==> src/rtl/hack_alu_issue_pkg.sv <==
// rtl/hack_alu_issue_pkg.sv - Hack instruction field positions and issue-stage FSM states
package hack_alu_issue_pkg;

   localparam int unsigned BIT_CINSTR = 15;
   localparam int unsigned BIT_A      = 12;
   localparam int unsigned COMP_HI    = 11;
   localparam int unsigned COMP_LO    = 6;
   localparam int unsigned DEST_A     = 2;
   localparam int unsigned DEST_D     = 1;
   localparam int unsigned DEST_M     = 0;
   localparam int unsigned JMP_LT     = 2;
   localparam int unsigned JMP_EQ     = 1;
   localparam int unsigned JMP_GT     = 0;

   // RET retires single-cycle work: A-instructions and trapped C-instructions
   typedef enum logic [2:0] {
      IDLE = 3'd0,
      MRD  = 3'd1,
      EXEC = 3'd2,
      WB   = 3'd3,
      RET  = 3'd4
   } state_t;

endpackage

==> src/rtl/hack_alu_issue_jump_eval.sv <==
// rtl/hack_alu_issue_jump_eval.sv - Hack jump condition evaluator (jump[2:0]=LT,EQ,GT vs ALU flags)
module hack_jump_eval
   import hack_alu_issue_pkg::*;
(
   input  logic [2:0] i_jump,
   input  logic       i_zr,
   input  logic       i_ng,
   output logic       o_taken
);

   assign o_taken = (i_jump[JMP_LT] & i_ng)
                  | (i_jump[JMP_EQ] & i_zr)
                  | (i_jump[JMP_GT] & ~i_zr & ~i_ng);

endmodule

==> src/rtl/hack_alu_issue.sv <==
// rtl/hack_alu_issue.sv - multi-cycle Hack issue stage owning A/D, driving the ALU and resolving jumps
// Optional macro HACK_ILLEGAL_TRAP_EN: trap C-instructions whose instr[14:13] != 2'b11.
module hack_alu_issue
   import hack_alu_issue_pkg::*;
#(
   parameter int unsigned RD_TIMEOUT = 255
) (
   input  logic        clk,
   input  logic        reset,
   input  logic        instr_valid,
   output logic        instr_ready,
   input  logic [15:0] instr,
   output logic [15:0] mem_addr,
   output logic        mem_rd,
   input  logic [15:0] mem_rdata,
   input  logic        mem_rvalid,
   output logic        mem_wr,
   output logic [15:0] mem_wdata,
   output logic [15:0] alu_x,
   output logic [15:0] alu_y,
   output logic        alu_zx,
   output logic        alu_nx,
   output logic        alu_zy,
   output logic        alu_ny,
   output logic        alu_f,
   output logic        alu_no,
   input  logic [15:0] alu_out,
   input  logic        alu_zr,
   input  logic        alu_ng,
   output logic        retire,
   output logic        jump_taken,
   output logic [15:0] jump_addr,
   output logic        err_timeout,
   output logic [15:0] a_reg,
   output logic [15:0] d_reg
`ifdef HACK_ILLEGAL_TRAP_EN
   ,
   output logic        illegal
`endif
);

   localparam logic [15:0] RD_LAST = 16'(RD_TIMEOUT - 1);

   state_t      r_state;
   state_t      w_state_nxt;
   logic [15:0] r_a;
   logic [15:0] r_d;
   logic [15:0] r_a_old;
   logic [5:0]  r_comp;
   logic [2:0]  r_dest;
   logic [2:0]  r_jump;
   logic [15:0] r_alu_x;
   logic [15:0] r_alu_y;
   logic [5:0]  r_alu_ctrl;
   logic [15:0] r_res;
   logic        r_zr;
   logic        r_ng;
   logic [15:0] r_rd_cnt;

   logic        w_accept;
   logic        w_is_c;
   logic        w_illegal;
   logic        w_rd_expire;
   logic        w_load_exec;
   logic        w_taken;

   assign instr_ready = ~reset & (r_state == IDLE);
   assign w_accept    = instr_valid & instr_ready;
   assign w_is_c      = instr[BIT_CINSTR];

`ifdef HACK_ILLEGAL_TRAP_EN
   logic r_trap;
   assign w_illegal = w_is_c & (instr[14:13] != 2'b11);
   assign illegal   = ~reset & (r_state == RET) & r_trap;
`else
   assign w_illegal = 1'b0;
`endif

   assign w_rd_expire = ~mem_rvalid & (r_rd_cnt == RD_LAST);
   // Operands are captured once on EXEC entry so they stay put for the whole ALU cycle
   assign w_load_exec = (w_accept & w_is_c & ~w_illegal & ~instr[BIT_A])
                      | ((r_state == MRD) & mem_rvalid);

   hack_jump_eval u_jump_eval (
      .i_jump  (r_jump),
      .i_zr    (r_zr),
      .i_ng    (r_ng),
      .o_taken (w_taken)
   );

   always_comb begin
      w_state_nxt = r_state;
      case (r_state)
         IDLE: begin
            if (w_accept) begin
               if (!w_is_c || w_illegal) w_state_nxt = RET;
               else if (instr[BIT_A])    w_state_nxt = MRD;
               else                      w_state_nxt = EXEC;
            end
         end
         MRD: begin
            if (mem_rvalid)       w_state_nxt = EXEC;
            else if (w_rd_expire) w_state_nxt = IDLE;
         end
         EXEC:    w_state_nxt = WB;
         WB:      w_state_nxt = IDLE;
         RET:     w_state_nxt = IDLE;
         default: w_state_nxt = IDLE;
      endcase
   end

   always_ff @(posedge clk) begin
      if (reset) begin
         r_state    <= IDLE;
         r_a        <= '0;
         r_d        <= '0;
         r_a_old    <= '0;
         r_comp     <= '0;
         r_dest     <= '0;
         r_jump     <= '0;
         r_alu_x    <= '0;
         r_alu_y    <= '0;
         r_alu_ctrl <= '0;
         r_res      <= '0;
         r_zr       <= 1'b0;
         r_ng       <= 1'b0;
         r_rd_cnt   <= '0;
`ifdef HACK_ILLEGAL_TRAP_EN
         r_trap     <= 1'b0;
`endif
      end else begin
         r_state <= w_state_nxt;
         if (w_accept) begin
            r_a_old  <= r_a;
            r_comp   <= instr[COMP_HI:COMP_LO];
            r_dest   <= instr[5:3];
            r_jump   <= instr[2:0];
            r_rd_cnt <= '0;
`ifdef HACK_ILLEGAL_TRAP_EN
            r_trap   <= w_illegal;
`endif
            if (!w_is_c) r_a <= {1'b0, instr[14:0]};
         end
         if (w_load_exec) begin
            r_alu_x    <= r_d;
            r_alu_y    <= (r_state == MRD) ? mem_rdata : r_a;
            r_alu_ctrl <= (r_state == MRD) ? r_comp : instr[COMP_HI:COMP_LO];
         end
         if ((r_state == MRD) && !mem_rvalid && !w_rd_expire) r_rd_cnt <= r_rd_cnt + 16'd1;
         if (r_state == EXEC) begin
            r_res <= alu_out;
            r_zr  <= alu_zr;
            r_ng  <= alu_ng;
         end
         if (r_state == WB) begin
            if (r_dest[DEST_A]) r_a <= r_res;
            if (r_dest[DEST_D]) r_d <= r_res;
         end
      end
   end

   assign mem_addr    = r_a_old;
   assign mem_rd      = ~reset & (r_state == MRD);
   assign mem_wr      = ~reset & (r_state == WB) & r_dest[DEST_M];
   assign mem_wdata   = r_res;
   assign err_timeout = ~reset & (r_state == MRD) & w_rd_expire;
   assign retire      = ~reset & ((r_state == WB) | (r_state == RET)
                                  | ((r_state == MRD) & w_rd_expire));
   assign jump_taken  = ~reset & (r_state == WB) & w_taken;
   assign jump_addr   = r_a_old;
   assign alu_x       = r_alu_x;
   assign alu_y       = r_alu_y;
   assign {alu_zx, alu_nx, alu_zy, alu_ny, alu_f, alu_no} = r_alu_ctrl;
   assign a_reg       = r_a;
   assign d_reg       = r_d;

endmodule
==> config.mk <==
export PLATFORM = sky130hd
export DESIGN_NAME = hack_alu_issue
export DESIGN_NICKNAME = d
export VERILOG_FILES = /design/src/rtl/hack_alu_issue_pkg.sv /design/src/rtl/hack_alu_issue_jump_eval.sv /design/src/rtl/hack_alu_issue.sv
export SDC_FILE = /design/constraint.sdc
export NUM_CORES = 1
export LEC_CHECK = 0
export ABC_CLOCK_PERIOD_IN_PS = 2200
export BUFFER_PORTS_ARGS = -buffer_cell sky130_fd_sc_hd__buf_4
export CORE_UTILIZATION = 46
export DETAILED_ROUTE_END_ITERATION = 16
export MAX_ROUTING_LAYER = met4
export PLACE_DENSITY_LB_ADDON = 0.05
export SETUP_SLACK_MARGIN = 0.5
export SYNTH_ARGS = -nofsm -noshare
export SYNTH_HDL_FRONTEND = slang
export SYNTH_SLANG_ARGS = --single-unit
export TNS_END_PERCENT = 5
==> constraint.sdc <==
create_clock -name clk -period 2.2 [get_ports clk]
set_input_delay 0.33 -clock clk [delete_from_list [all_inputs] [get_ports clk]]
set_output_delay 0.33 -clock clk [all_outputs]
set_load 0.1 [all_outputs]
**Word-level counts from Yosys, hierarchy flattened**

Cells that the tools add are included.

- Register bits after elaboration: 135
- Word-level logic and storage cells: 71

- Equal/unequal tests: 7
- Add/subtract/negate cells: 1
- Mux-type cells: 14
- Bitwise logic cells: 27
- Reductions and logical operators: 8

Operators with widths:

| kind | count |
|---|---|
| $mux W16 | 7 |
| $and A1 B1 Y1 | 17 |
| $add A16 B1 Y16 const B | 1 |
| $eq A16 B8 Y1 const B | 1 |
| $mux W3 | 4 |
| $pmux W3 S3 | 1 |
| $eq A3 B2 Y1 const B | 2 |
| $mux W6 | 1 |
| $not A1 Y1 | 5 |
| $or A1 B1 Y1 | 5 |
| $reduce_and A2 Y1 | 2 |
| $eq A3 B1 Y1 const B | 1 |
| $eq A3 B3 Y1 const B | 1 |
| $logic_not A3 Y1 | 1 |
| $ne A3 B3 Y1 const B | 1 |
| $logic_and A1 B1 Y1 | 2 |
| $logic_not A1 Y1 | 2 |
| $mux W2 | 1 |
| $ne A2 B2 Y1 const B | 1 |
| $reduce_bool A2 Y1 | 1 |

**Logic depth before layout (Yosys ltp)**

- Depth after elaboration: 6
- Depth in mapped cells: 8
- Depth with buffers taken out: 6

**Cells and area by module**

From an unflattened synthesis, not the netlist that was laid out.

- Cells, all modules: 702
- Area total of the unflattened synthesis: 5,833.1 um^2

By module, submodules not included:

| module | cells an instance | area an instance (um^2) | instances |
|---|---|---|---|
| hack_alu_issue | 700 | 5,815.6 | 1 |
| hack_jump_eval | 2 | 17.5 | 1 |

**Worst setup path after synthesis**

OpenSTA, ideal clock, no wires.

- Kind: reg-to-output
- Start point: register r_rd_cnt[1]
- End point: output port retire
- Data required time: 1.870 ns
- Arrival: 3.832 ns
- Stages on the path, launching flop included: 7
- Path slack: -1.962 ns
- Cell sequence: dfxtp_1 ha_1 or4b_4 nor4_4 buf_2 a21oi_1 o21ai_0

- Word-level cells in the longest chain between the ends: 5

Ends and longest elaborated chain:

| what | RTL line | source |
|---|---|---|
| start, declared | hack_alu_issue.sv:58 | `logic [15:0] r_rd_cnt;` |
| start signal, assigned | hack_alu_issue.sv:149 | `if ((r_state == MRD) && !mem_rvalid && !w_rd_expire) r_rd_cnt <= r_rd_cnt + 16'd1;` |
| $eq A16 B8 Y1 | hack_alu_issue.sv:79 | `assign w_rd_expire = ~mem_rvalid & (r_rd_cnt == RD_LAST);` |
| $and A1 B1 Y1 | hack_alu_issue.sv:79 |  |
| $and A1 B1 Y1 | hack_alu_issue.sv:168 | `\| ((r_state == MRD) & w_rd_expire));` |
| $or A1 B1 Y1 | hack_alu_issue.sv:168 |  |
| $and A1 B1 Y1 | hack_alu_issue.sv:167 | `assign retire = ~reset & ((r_state == WB) \| (r_state == RET)` |
| end, declared | hack_alu_issue.sv:30 | `output logic retire,` |

Every way passes these cells.

**Final worst setup path**

- Start point: register r_rd_cnt[0]
- End point: output port retire

Same word-level chain as after synthesis.

==> impl_metrics.toml <==
[floorplan]
ioPinCount = 178
die_area_sq_um = 13080
core-area_sq_um = 12160
die_w_microns = 114.4
starting_density = 0.4777
dieHeight_microns = 114.4
fp-row-count = 40

[timing]
timing.fmax_ghz = 0.4148
final_hold_violating_endpoints = 0
timing.max_slew.rel_slack = 0.4038
worst-slew-pin-transition_ns = 0.8943
setup_slack_ns = -0.2109
fin_crit_share = 1.096
fin_crit_ns = 2.411
finClkSkew_ns = 0.005201
slew_violations = 0
endpoints_failing_setup = 2
rsz0062_at_grt = "yes"

[place]
place.detailed.hpwl_microns = 12700
gp_routability_congestion = 0.8785
io_buffers = 177
pre_cts_ws_ns = -0.04607

[critical_path]
critical_path_required_ns = 1.87
ws_path_type = "reg2out"
critical_path_endpoint_category = "output port"
critical_path_arrival_ns = 2.08
critical_path_peak_fanout = 3
regToRegStartpoint = "r_rd_cnt[0]$_SDFFE_PP0P_"
critical_path.startpoint_type = "register"
reg2reg_slack_ns = 0.05
reg2reg_depth = 8
setup.worst_path.start = "r_rd_cnt[0]$_SDFFE_PP0P_"

[global_route]
grt_pass1_wl_microns = 29300
overflow = 0
number_of_antenna_violations_at_the_first_check_in_global_routing = 0
grt_pass1_vias = 5632
grt_util_all_layers = 0.3023
largest_net_degree_at_the_start_of_global_routing = 73

[synth]
synthFlopType = "sky130_fd_sc_hd__dfxtp_1"
syn_avg_cell_area_sq_um = 8.311
post-synth-top-area-cell = "sky130_fd_sc_hd__dfxtp_1"
synth_seq_cells = 135
yosysUniqueCellTypes = 50
yosysWarningCount = 0
async_flop_share = 0
main_area_contributors_after_synthesis = "sky130_fd_sc_hd__dfxtp_1 (47%), sky130_fd_sc_hd__nand2_1 (11%), sky130_fd_sc_hd__mux2i_1 (6.4%)"
syn-instance-count = 699
synth-seq-area-share = 0.4652
postSynthNetCount = 755
synth_edf_count = 0
total_standard_cell_area_after_synthesis_sq_um = 5809
synth_top_area_share = 0.4652

[routing]
remaining_drc_errors = 0
dr.first_iter.drc_count = 641
viasPerCell = 5.601
drt_first_pass_iters = 5
routed_wirelength_microns = 19370
wl_per_cell_microns = 18.54
num_vias = 5853
detail-route-antenna-nets = 0

[run]
drv.max_cap_violation_count = 0

[power_and_ir_drop]
power.total_mw = 6.639
cellLeakagePower_nw = 3.702
power.ir.vdd_worst_mv = 0.5430
powerDensity_nw_per_um2 = 760.0

[clocking]
postCtsHoldBufs = 0
insertion_delay_ns = 0.42
cts-htree-levels = 4
clkSinkCount = 135
clkSlewWorstSetupHoldPaths_ns = 0.06
ctsLongestPathBuffers = 2
cts_tree = "yes"
clock-root-buffer = "sky130_fd_sc_hd__clkbuf_16"
cts_made_buffers = 17

[cells_and_area]
layout_commonest_cell = "sky130_fd_sc_hd__buf_4"
multi_input_area_sq_um = 3417
areaGrowthSynthToFinish_pct = 50.38
design.final.nets = 920
commonest_non_fill_non_tap_cells_in_the_layout = "sky130_fd_sc_hd__buf_4 (196), sky130_fd_sc_hd__nand2_1 (149), sky130_fd_sc_hd__dfxtp_1 (132)"
antennaDiodeCount = 0
register_area_sq_um = 2709
n_fill_cell = 936
layout-drive-gt1-share = 0.4344

[min_path]
worst_hold_path.num_cells = 3
hold_path_startpoint = "instr[1]"
worst_hold_path_type = "in2reg"

[run_status]
run_status = "finished, violations left"
failed_checks = "setup timing"
routing by layer:
layer	vias to the layer above	GRT usage	share of wire	routed length, microns
met5	-	-	0	0
met4	0	0.1160	0.019	359
met3	31	0.05664	0.054	1046
met2	217	0.4703	0.49	9401
met1	2835	0.3899	0.44	8564
li1	2770	-	-	-
repair_timing:
item / 4_1_cts / 5_1_grt
setup endpoints to repair: 120 / 131
pin swaps: 146 / 35
cloned: 0 / 2
resized for setup: 170 / 28
setup buffers: 1 / 4
layout make-up:
type / count / area share
clock buffer: 22 / 0.05428
clock inverter: 10 / 0.01103
inverter: 5 / 0.002148
multi-input combinational: 489 / 0.3911
sequential: 135 / 0.3101
tap: 168 / 0.02406
timing repair buffer: 216 / 0.2072
power by group:
group          total [mW]  switching (mW)  internal (mW)
combinational        1.28           0.899          0.378
clock                2.73            1.08           1.64
sequential           2.64           0.101           2.53
total                6.64            2.08           4.56
worst paths after layout:
kind                               to
min reg2reg    r_comp[3]$_SDFFE_PP0N_
max reg2reg  r_rd_cnt[4]$_SDFFE_PP0P_
max                            retire
min            r_jump[1]$_SDFFE_PP0N_
worst max-delay path, stage by stage (launching register included):
cell,delay (ns)
sky130_fd_sc_hd__dfxtp_2,0.32
sky130_fd_sc_hd__inv_2,0.05
sky130_fd_sc_hd__ha_1,0.12
sky130_fd_sc_hd__or4b_4,0.48
sky130_fd_sc_hd__nor4_4,0.22
sky130_fd_sc_hd__a21oi_2,0.12
sky130_fd_sc_hd__o21ai_4,0.16
sky130_fd_sc_hd__buf_12,0.19
kinds of logic after synthesis:
logic type,count (synthesis),synth area share
multiplexers,37,0.06375
adder cells (fa/ha/maj),2,0.004307
AND/OR/NAND/NOR,318,0.2520
buffers and inverters,75,0.06461
AO/OA/AOI/OAI,132,0.1501
flip-flops,135,0.4652
Yosys cell counts (4+ instances only):
cell type                  count
sky130_fd_sc_hd__a211oi_1     37
sky130_fd_sc_hd__a21oi_1      56
sky130_fd_sc_hd__a31oi_1       4
sky130_fd_sc_hd__and2_1        5
sky130_fd_sc_hd__buf_1         5
sky130_fd_sc_hd__buf_2        14
sky130_fd_sc_hd__buf_4        17
sky130_fd_sc_hd__clkbuf_1     32
sky130_fd_sc_hd__dfxtp_1     135
sky130_fd_sc_hd__inv_1         5
sky130_fd_sc_hd__mux2i_1      37
sky130_fd_sc_hd__nand2_1     169
sky130_fd_sc_hd__nand3_1      35
sky130_fd_sc_hd__nand4_1      16
sky130_fd_sc_hd__nor2_1       44
sky130_fd_sc_hd__nor2b_1       8
sky130_fd_sc_hd__nor3_1        4
sky130_fd_sc_hd__nor4_1        6
sky130_fd_sc_hd__o211ai_1     11
sky130_fd_sc_hd__or3_1         7
per-stage QoR:
step / instance area [sq um] / util / hold slack (ns) / std cells / setup TNS [ns]
2_1_floorplan: 5857 / - / 0.4283 / 699 / -29.83
3_3_place_gp: 7283 / 0.5989 / 0.4363 / 1006 / 0
3_5_place_dp: 7283 / 0.5989 / 0.4462 / 1006 / -0.1225
4_1_cts: 8554 / 0.7034 / 0.1038 / 1039 / -0.3962
5_1_grt: 8736 / 0.7183 / 0.1184 / 1045 / -0.7324
6_report: 8736 / 0.7183 / 0.1155 / 1045 / -0.3807
Power figures use the tool's default switching activity.
